File: src/rtl/clause_loader.sv
// clause_loader: moves clauses between a ready/valid stream and a slotted
// clause array. A load request fills every slot in order from the input
// stream; an unload request reads every slot in order onto the output stream.
//
// Optional build macro: CLAUSE_LOADER_LEN_CHECK_EN
//   defined   -> each loaded clause length is compared with the count of
//                nonzero 2-bit literals; mismatches raise sticky len_err_o
//   undefined -> len_err_o is tied low and no checking logic is built
//
// Ports
//   clk, rst                  clock, asynchronous active-low reset
//   start_load_i              one-cycle request to fill all slots
//   start_unload_i            one-cycle request to read all slots
//   in_valid_i / in_ready_o   input stream handshake
//   in_clause_i / in_len_i    input clause literals / length
//   wr_o / rd_o               one-hot slot write / read strobes
//   clause_o / clause_len_o   write data to the array
//   clause_i                  ORed array readback clause bus
//   clause_len_all_i          packed slot lengths, slot 0 in LSBs
//   out_valid_o / out_ready_i output stream handshake
//   out_clause_o / out_len_o  read-out clause / length
//   busy_o                    high whenever not idle
//   done_o                    one-cycle completion pulse
//   len_err_o                 sticky length-check error
module clause_loader #(
  parameter int unsigned NUM_CLAUSES = 2,
  parameter int unsigned NUM_VARS    = 8,
  parameter int unsigned WIDTH_C_LEN = 4
) (
  input  logic                               clk,
  input  logic                               rst,
  input  logic                               start_load_i,
  input  logic                               start_unload_i,
  input  logic                               in_valid_i,
  output logic                               in_ready_o,
  input  logic [NUM_VARS*2-1:0]              in_clause_i,
  input  logic [WIDTH_C_LEN-1:0]             in_len_i,
  output logic [NUM_CLAUSES-1:0]             wr_o,
  output logic [NUM_CLAUSES-1:0]             rd_o,
  output logic [NUM_VARS*2-1:0]              clause_o,
  output logic [WIDTH_C_LEN-1:0]             clause_len_o,
  input  logic [NUM_VARS*2-1:0]              clause_i,
  input  logic [WIDTH_C_LEN*NUM_CLAUSES-1:0] clause_len_all_i,
  output logic                               out_valid_o,
  input  logic                               out_ready_i,
  output logic [NUM_VARS*2-1:0]              out_clause_o,
  output logic [WIDTH_C_LEN-1:0]             out_len_o,
  output logic                               busy_o,
  output logic                               done_o,
  output logic                               len_err_o
);

  localparam int unsigned CW    = NUM_VARS * 2;
  localparam int unsigned IDX_W = (NUM_CLAUSES > 1) ? $clog2(NUM_CLAUSES) : 1;
  localparam logic [IDX_W-1:0] LAST_IDX = IDX_W'(NUM_CLAUSES - 1);

  typedef enum logic [1:0] {
    ST_IDLE   = 2'd0,
    ST_LOAD   = 2'd1,
    ST_UNLOAD = 2'd2,
    ST_DONE   = 2'd3
  } state_t;

  state_t                   r_state;
  state_t                   w_state_nxt;
  logic [IDX_W-1:0]         r_idx;
  logic                     r_rd_all;      // every slot has been captured
  logic [NUM_CLAUSES-1:0]   r_wr;
  logic [CW-1:0]            r_clause;
  logic [WIDTH_C_LEN-1:0]   r_len;
  logic                     r_out_valid;
  logic [CW-1:0]            r_out_clause;
  logic [WIDTH_C_LEN-1:0]   r_out_len;
  logic                     r_done;

  logic                     w_in_ready;
  logic                     w_beat;
  logic                     w_slot_free;
  logic                     w_rd_go;
  logic [NUM_CLAUSES-1:0]   w_rd;
  logic [NUM_CLAUSES-1:0]   w_onehot;
  logic [WIDTH_C_LEN-1:0]   w_len_sel;

  // One-hot decode of the current slot
  assign w_onehot = NUM_CLAUSES'(1) << r_idx;

  // Output register is free to take a new clause this cycle
  assign w_slot_free = !r_out_valid || out_ready_i;

  // Length field of the current slot from the packed readback bus
  always_comb begin
    w_len_sel = '0;
    for (int unsigned i = 0; i < NUM_CLAUSES; i++) begin
      if (r_idx == IDX_W'(i)) begin
        w_len_sel = clause_len_all_i[i*WIDTH_C_LEN +: WIDTH_C_LEN];
      end
    end
  end

  // State register
  always_ff @(posedge clk or negedge rst) begin
    if (!rst) begin
      r_state <= ST_IDLE;
    end else begin
      r_state <= w_state_nxt;
    end
  end

  // Next state and combinational strobes
  always_comb begin
    w_state_nxt = r_state;
    w_in_ready  = 1'b0;
    w_beat      = 1'b0;
    w_rd_go     = 1'b0;
    w_rd        = '0;
    case (r_state)
      ST_IDLE: begin
        // Load has priority when both requests arrive together
        if (start_load_i) begin
          w_state_nxt = ST_LOAD;
        end else if (start_unload_i) begin
          w_state_nxt = ST_UNLOAD;
        end
      end
      ST_LOAD: begin
        w_in_ready = 1'b1;
        w_beat     = in_valid_i;
        if (in_valid_i && (r_idx == LAST_IDX)) begin
          w_state_nxt = ST_DONE;
        end
      end
      ST_UNLOAD: begin
        w_rd_go = !r_rd_all && w_slot_free;
        if (w_rd_go) begin
          w_rd = w_onehot;
        end
        // Finish once the final captured clause has drained
        if (r_rd_all && w_slot_free) begin
          w_state_nxt = ST_DONE;
        end
      end
      ST_DONE: begin
        w_state_nxt = ST_IDLE;
      end
      default: begin
        w_state_nxt = ST_IDLE;
      end
    endcase
  end

  // Slot counter, write strobe/data, read-out registers, done pulse
  always_ff @(posedge clk or negedge rst) begin
    if (!rst) begin
      r_idx        <= '0;
      r_rd_all     <= 1'b0;
      r_wr         <= '0;
      r_clause     <= '0;
      r_len        <= '0;
      r_out_valid  <= 1'b0;
      r_out_clause <= '0;
      r_out_len    <= '0;
      r_done       <= 1'b0;
    end else begin
      r_wr   <= '0;
      r_done <= (r_state == ST_DONE);

      if (r_state == ST_IDLE) begin
        r_idx    <= '0;
        r_rd_all <= 1'b0;
      end

      if (w_beat) begin
        r_wr     <= w_onehot;
        r_clause <= in_clause_i;
        r_len    <= in_len_i;
        if (r_idx != LAST_IDX) begin
          r_idx <= r_idx + IDX_W'(1);
        end
      end

      if (w_rd_go) begin
        r_out_clause <= clause_i;
        r_out_len    <= w_len_sel;
        r_out_valid  <= 1'b1;
        if (r_idx == LAST_IDX) begin
          r_rd_all <= 1'b1;
        end else begin
          r_idx <= r_idx + IDX_W'(1);
        end
      end else if (out_ready_i) begin
        r_out_valid <= 1'b0;
      end
    end
  end

`ifdef CLAUSE_LOADER_LEN_CHECK_EN
  localparam int unsigned CNT_W = $clog2(NUM_VARS + 1);

  logic [CNT_W-1:0] w_nz;
  logic             w_len_bad;
  logic             w_load_start;
  logic             r_len_err;

  // Count of nonzero 2-bit literals in the incoming clause
  always_comb begin
    w_nz = '0;
    for (int unsigned i = 0; i < NUM_VARS; i++) begin
      if (in_clause_i[2*i +: 2] != 2'b00) begin
        w_nz = w_nz + CNT_W'(1);
      end
    end
  end

  assign w_len_bad    = (32'(w_nz) != 32'(in_len_i));
  assign w_load_start = (r_state == ST_IDLE) && start_load_i;

  // Sticky error, cleared by the next accepted load request
  always_ff @(posedge clk or negedge rst) begin
    if (!rst) begin
      r_len_err <= 1'b0;
    end else if (w_load_start) begin
      r_len_err <= 1'b0;
    end else if (w_beat && w_len_bad) begin
      r_len_err <= 1'b1;
    end
  end

  assign len_err_o = r_len_err;
`else
  assign len_err_o = 1'b0;
`endif

  assign in_ready_o   = w_in_ready;
  assign rd_o         = w_rd;
  assign wr_o         = r_wr;
  assign clause_o     = r_clause;
  assign clause_len_o = r_len;
  assign out_valid_o  = r_out_valid;
  assign out_clause_o = r_out_clause;
  assign out_len_o    = r_out_len;
  assign busy_o       = (r_state != ST_IDLE);
  assign done_o       = r_done;

endmodule
File: config.mk
export PLATFORM = sky130hd
export DESIGN_NAME = clause_loader
export DESIGN_NICKNAME = d
export VERILOG_FILES = /design/src/rtl/clause_loader.sv
export SDC_FILE = /design/constraint.sdc
export NUM_CORES = 1
export LEC_CHECK = 0
export CAP_MARGIN = 20
export CORE_MARGIN = 2
export CORE_UTILIZATION = 25
export DETAILED_ROUTE_END_ITERATION = 7
export PLACE_DENSITY_LB_ADDON = 0.05
export SYNTH_ARGS = -nofsm -noshare
export SYNTH_HDL_FRONTEND = slang
export SYNTH_SLANG_ARGS = --single-unit
File: constraint.sdc
create_clock -name clk -period 2.1 [get_ports clk]
set_input_delay 0.21 -clock clk [delete_from_list [all_inputs] [get_ports clk]]
set_output_delay 0.21 -clock clk [all_outputs]
set_load 0.02 [all_outputs]
==> summary.md, run 1 <==
| Metric | Value |
|---|---|
| Clk Latency, worst-skew pair | `0.30 ns` |
| Int Pwr | `3.13 mW` |
| TritonRoute pass-1 iters | `2` |
| Die Y | `91.9 um` |
| Final antenna diode count | `0` |
| Post-synth EDFFs | `0` |
| Root buffer cell | `clkbuf_8` |
| Largest net degree at the start of global routing | `26` |
| Critical path data arrival time | `1.76 ns` |
| CTS Sinks | `48` |
| Comb power frac | `52.5%` |
| Final hold viol count | `0` |
| Gr usage total | `10.8%` |
| Worst setup SP type | `flip-flop` |
| PD cells | `1550 nW/um2` |
| Cell mode on critical path | `inv_1` |
| Port Buffer Count | `97` |
| Reg-to-Reg Start | `r_state[0]` |
| Peak VDD IR | `0.000567 V` |
| Synth top cells by count | `dfrtp_1 (48), mux2_2 (36), mux2i_1 (7)` |
| Pre-CTS setup slack | `0.0440 ns` |
| Vias/cell | `4.07` |
| Fraction of registers with async set/reset | `100%` |
| Die width | `91.9 um` |
| Reg2reg setup slack | `0.35 ns` |
| WL final | `4350 um` |
| Area growth, synth to finish | `62.5%` |
| Post-route ant nets | `0` |
| Residual DRC | `0` |
| Crit Path Class | `flip-flop to output port` |
| Top cell type's share of synthesized area | `62.2%` |
| GPL Wtd Cong | `0.727` |
| P_sw | `1.74 mW` |
| Status | `complete, no violations` |
| Vias in the first global route | `1474` |
| Setup TNS | `0 ns` |
| Worst flop-to-flop path endpoint | `out_clause_o[11]` |
| Starting density of the core | `25.4%` |
| CTS tree | `done` |
| IO Pins | `99` |
| Htree depth | `2` |
| Largest area contributor in the netlist | `dfrtp_1` |
| FP Rows | `32` |
| CTS buffer count | `5` |
| Routed vias | `1373` |
| Reg2Reg Depth | `6` |
| Pwr Total | `4.87 mW` |
| Post-CTS Setup Bufs | `0` |
| Unique masters post-synth | `22` |
| Fraction of layout instances using a drive strength above 1 | `22.6%` |
| CP Cell Sequence | `inv_1 -> ha_1 -> inv_1 -> clkdlybuf4s50_1` |
| Worst Setup SP | `r_state[0]` |
| Setup ws final | `0.129 ns` |
| Slew HR | `60.3%` |
| Worst-margin pin slew | `0.596 ns` |
| Fill cells | `738` |
| RSZ-0062 raised after global routing | `false` |
| Setup violators final | `0` |
| Layout Skew | `0.00609 ns` |
| Clock power frac | `13.5%` |
| Clk slew on worst S/H paths | `0.09 ns` |
| Seq/Total Area, Yosys | `62.2%` |
| Period utilization | `93.8%` |
| Leak pwr | `1.33 nW` |
| Hold Path Class | `input pin to async pin` |
| Most common cell in the netlist | `dfrtp_1` |
| Switching part of the total | `35.8%` |
| Clk buf depth | `2` |
| Register bit total from synthesis | `48` |
| Area occupied by multi-input gates | `674 um2` |
| Drt wl/cell | `12.9 um` |
| MaxCap Viol Count | `0` |
| Residual overflow from global routing | `0` |
| CP required | `1.89 ns` |
| Synth warn | `0` |
| Tmin final | `1.97 ns` |
| Critical-path top delay cell | `clkdlybuf4s50_1` |
| Post-DP HPWL | `3370 um` |
| Cell count after synthesis | `131` |
| Core area | `7610 um2` |
| Avg Inst Size Synth | `14.7 um2` |
| Number of DRC markers in iteration 0 | `12` |
| Max-slew violation count | `0` |
| Top post-synthesis cells by area | `dfrtp_1 (62%), mux2_2 (21%), mux2i_1 (3.6%)` |
| CP endpoint kind | `output port` |
| Largest stage delay, worst path | `0.60 ns` |
| Mapped Area | `1930 um2` |
| Initial antenna violation count | `0` |
| Synthesized Nets | `185` |
| Max FO, Critical Path | `6` |
| Power share of the sequential group | `33.9%` |
| Nets | `288` |
| Top FF cell, synth | `dfrtp_1` |
| Storage element area | `1200 um2` |
| Die area | `8440 um2` |
| Fmax | `0.507 GHz` |
| Global-route wire length before repair | `7250 um` |
## per-layer routing
layer  track usage [%]  wire length (um)
met1              12.3              1720
met2              18.3              2170
met3              4.77               417
met4              3.36                40
met5                 0                 0
## flip-flops by register name (all words and copies together), names as in the netlist
| signal | flops |
|---|---|
| r_rd_all | 1 |
| out_valid_o | 1 |
| out_clause_o | 16 |
| r_state | 2 |
| out_len_o | 4 |
| wr_o | 2 |
| clause_o | 16 |
| done_o | 1 |
| clause_len_o | 4 |
| r_idx | 1 |
## placed cells by master, fill, tap and decap left out, drive strengths merged, types with 2 or more instances in the layout
master         netlist  routed
a21oi                6       6
buf                  5       5
mux2i                7       7
dfrtp               48      48
nor2                 6       6
inv                  4       4
clkdlybuf4s50        0      94
nor3b                2       2
nand2                3       3
mux2                36      36
o21ai                2       2
clkbuf               1       7
ha                   4       4
## cells by family (layout without fill, tap and decap cells)
kind of cell,count (synthesis),after routing,share of synthesized area (%)
AO/OA/AOI/OAI,10,10,2.98
buffers and inverters,10,114,2.85
adder cells (fa/ha/maj),4,4,2.59
AND/OR/NAND/NOR,15,15,4.54
flip-flops,48,48,62.2
multiplexers,43,43,24.6
other,1,1,0.194
## final cells by class
cell class	count	share of cell area [%]
Sequential cell	48	38.3
Multi-Input combinational cell	73	21.5
Tap cell	102	4.07
Inverter	4	0.478
Clock inverter	3	1.36
Timing Repair Buffer	102	32.1
Clock buffer	5	2.19
## critical path, delay by kind of cell, from the launching register on
family | cells | cell delay, ns
buffers and inverters | 3 | 0.80
DFF | 1 | 0.39
adders and majority gates | 1 | 0.28
## worst max-delay path by stage
stage | end | slack (ns)
floorplan | rd_o[0] | 0.31
global placement | rd_o[0] | 0.05
detailed placement | rd_o[0] | 0.04
CTS | rd_o[0] | 0.03
global route | busy_o | 0.03
finish | busy_o | 0.13
## stage by stage
| step | area [um2] | hold slack [ns] | cells | util (%) |
|---|---|---|---|---|
| finish | 3140 | 0.446 | 337 | 41.3 |
| global route | 3140 | 0.499 | 337 | 41.3 |
| CTS | 3150 | 0.465 | 337 | 41.3 |
| detailed placement | 3030 | 0.251 | 328 | 39.8 |
| global placement | 3030 | 0.244 | 328 | 39.8 |
| floorplan | 1930 | -0.0856 | 131 | - |
## power groups by stage
stage               logic, mW  clock network, mW  registers [mW]
detailed placement       2.61                  0            1.68
global placement         2.58                  0            1.65
CTS                      2.61              0.692            1.66
finish                   2.56              0.659            1.65
global route             2.74              0.727            1.72
floorplan               0.932                  0            2.15
## timing repair
action / in CTS / in global routing
hold endpoints to repair: 24 / 0
hold buffers: 1 / 0
resized for setup: 2 / 4
setup endpoints to repair: 2 / 2
cloned: 0 / 0
Note: power is estimated with default switching activity, not from simulation.
==> run 2: changes to the inputs <==
- CORE_ASPECT_RATIO: unset -> 1.1
==> run 2 against run 1 <==
Effect of this change:
- die area about the same
- combinational power up 2%
- core utilization up 0.47 points
- routed wire length up 6.0%
- worst setup slack better by 0.055 ns
- hold slack better by 0.0029 ns
- flip-flop and latch count unchanged
- non-clock buffer count up 1
- final area down 0.64%
- largest power group unchanged
==> summary.md, run 2 (synthesis results as in run 1) <==
| Metric | Value |
|---|---|
| Clock power frac | `10.8% (-2.7 points)` |
| Die width | `87.8 um (-4.5%)` |
| Drt wl/cell | `13.6 um (+5.0%)` |
| Die Y | `96.2 um (+4.7%)` |
| Pwr Total | `4.77 mW (-2.1%)` |
| Largest stage delay, worst path | `0.60 ns (about the same)` |
| PD cells | `1530 nW/um2 (-1.4%)` |
| Hold Path Class | `input pin to async pin` |
| Worst-margin pin slew | `0.552 ns (-0.0440 ns)` |
| Comb power frac | `54.9% (+2.4 points)` |
| Post-DP HPWL | `3580 um (+6.3%)` |
| Setup TNS | `0 ns (unchanged)` |
| Setup violators final | `0 (unchanged)` |
| Global-route wire length before repair | `6960 um (-4.0%)` |
| Leak pwr | `1.32 nW (-0.76%)` |
| GPL Wtd Cong | `0.692 (-4.8%)` |
| Fmax | `0.522 GHz (+2.9%)` |
| Crit Path Class | `flip-flop to output port` |
| Port Buffer Count | `97 (unchanged)` |
| Vias in the first global route | `1465 (-0.61%)` |
| Tmin final | `1.92 ns (-0.0549 ns)` |
| Htree depth | `2 (unchanged)` |
| Clk Latency, worst-skew pair | `0.29 ns (about the same)` |
| Die area | `8440 um2 (about the same)` |
| Max-slew violation count | `0 (unchanged)` |
| DP Area | `3040 um2 (+0.37%)` |
| FP Rows | `33 (+3.1%)` |
| Layout Skew | `0.00175 ns (-0.00435 ns)` |
| Critical-path top delay cell | `clkdlybuf4s50_1` |
| Buf+Inv Stages, Crit Path | `3 (unchanged)` |
| Fraction of layout instances using a drive strength above 1 | `22.6% (unchanged)` |
| Slew HR | `63.2% (+2.9 points)` |
| Cell mode on critical path | `inv_1` |
| Nets | `289 (+0.35%)` |
| Clk slew on worst S/H paths | `0.08 ns (about the same)` |
| MaxCap Viol Count | `0 (unchanged)` |
| CTS buffer count | `5 (unchanged)` |
| Max FO, Critical Path | `6 (unchanged)` |
| IO Pins | `99 (unchanged)` |
| CP endpoint kind | `output port` |
| Final antenna diode count | `0 (unchanged)` |
| RSZ-0062 raised after global routing | `false` |
| Peak VDD IR | `0.000585 V (+3.1%)` |
| Initial antenna violation count | `0 (unchanged)` |
| Number of DRC markers in iteration 0 | `26 (+14)` |
| Most frequent cells in the layout | `clkdlybuf4s50_1 (94), dfrtp_1 (48), mux2_2 (36)` |
| Largest net degree at the start of global routing | `27 (+3.8%)` |
| Area growth, synth to finish | `61.5%` |
| DR WL met3 | `413 um (-0.96%)` |
| Core area | `7470 um2 (-1.8%)` |
| Clk buf depth | `2 (unchanged)` |
| Top routing layer in use | `met4` |
| Commonest non-fill, non-tap cell in the layout | `clkdlybuf4s50_1` |
| Met1 Wirelength | `1790 um (+4.2%)` |
| Family with the most delay on the worst path | `buffers and inverters` |
| Worst setup SP type | `flip-flop` |
| Post-CTS Setup Bufs | `0 (unchanged)` |
| WL final | `4610 um (+6.0%)` |
| CTS Sinks | `48 (unchanged)` |
| CP required | `1.89 ns (about the same)` |
| Starting density of the core | `25.8% (+0.45 points)` |
| CP Cell Sequence | `inv_1 -> ha_2 -> inv_1 -> clkdlybuf4s50_1` |
| Vias/cell | `4.07 (-0.16%)` |
| Root buffer cell | `clkbuf_8` |
| Switching part of the total | `36.7% (+0.91 points)` |
| P_sw | `1.75 mW (+0.42%)` |
| Status | `complete, no violations` |
| Gr usage total | `10.9% (+0.15 points)` |
| Post-route ant nets | `0 (unchanged)` |
| Routed vias | `1383 (+0.73%)` |
| Post-route cell area | `3120 um2 (-0.64%)` |
| Met2 WL | `2340 um (+7.7%)` |
| Critical path data arrival time | `1.71 ns (-0.05 ns)` |
| Final hold viol count | `0 (unchanged)` |
| Residual DRC | `0 (unchanged)` |
| Int Pwr | `3.02 mW (-3.5%)` |
| TritonRoute pass-1 iters | `2 (unchanged)` |
| Period utilization | `91.2% (-2.6 points)` |
| Fill cells | `717 (-2.8%)` |
| CTS tree | `done` |
| Residual overflow from global routing | `0 (unchanged)` |
| Power share of the sequential group | `34.4% (+0.5 points)` |
-- run 2: final timing paths --
kind	from	endpoint	slack, ns	cells past startpoint
max	r_state[0]	busy_o	0.18	4
max in group asynchronous	rst	clause_o[8]	1.12	3
min in group clk	clause_o[8]	clause_o[8]	0.51	1
min reg2reg	clause_o[8]	clause_o[8]	0.51	1
min	rst	out_clause_o[4]	0.45	2
max reg2reg	r_state[0]	out_clause_o[11]	0.31	6
-- run 2: final cells by class --
type	count	area, um2	share of cell area, %
clock inverter	1	5.00	0.161
sequential	48	1200	38.5
multi-input combinational	73	677	21.7
inverter	4	15.0	0.482
tap	105	131	4.21
clock buffer	6	72.6	2.33
timing repair buffer	103	1020	32.6
-- run 2: layer usage --
metal,global-route usage (%),vias up
met3,4.80,5
met5,0,-
met4,3.46,0
met2,19.3,60
li1,-,650
met1,11.7,668
-- run 2: power by group through the flow --
stage / registers (mW) / logic (mW) / clock network, mW
final: 1.64 / 2.62 / 0.513
after global routing: 1.69 / 2.81 / 0.591
after CTS: 1.64 / 2.66 / 0.550
after detailed placement: 1.66 / 2.66 / 0
after global placement: 1.63 / 2.62 / 0
after floorplan: 2.15 / 0.932 / 0
-- run 2: timing repair --
item / CTS / global route
endpoints found under the setup margin: 2 / 3
hold buffers: 1 / 0
resized for setup: 2 / 5
pin swaps: 0 / 0
hold endpoints to repair: 22 / 0
-- run 2: per-stage QoR --
step                util [%]  instances  hold slack (ns)  setup WS [ns]
detailed placement      40.6        332            0.229         0.0617
floorplan                  -        131          -0.0856          0.309
global placement        40.6        332            0.232         0.0553
finish                  41.7        340            0.449          0.184
global route            41.7        340            0.498         0.0633
CTS                     41.8        340            0.453         0.0409
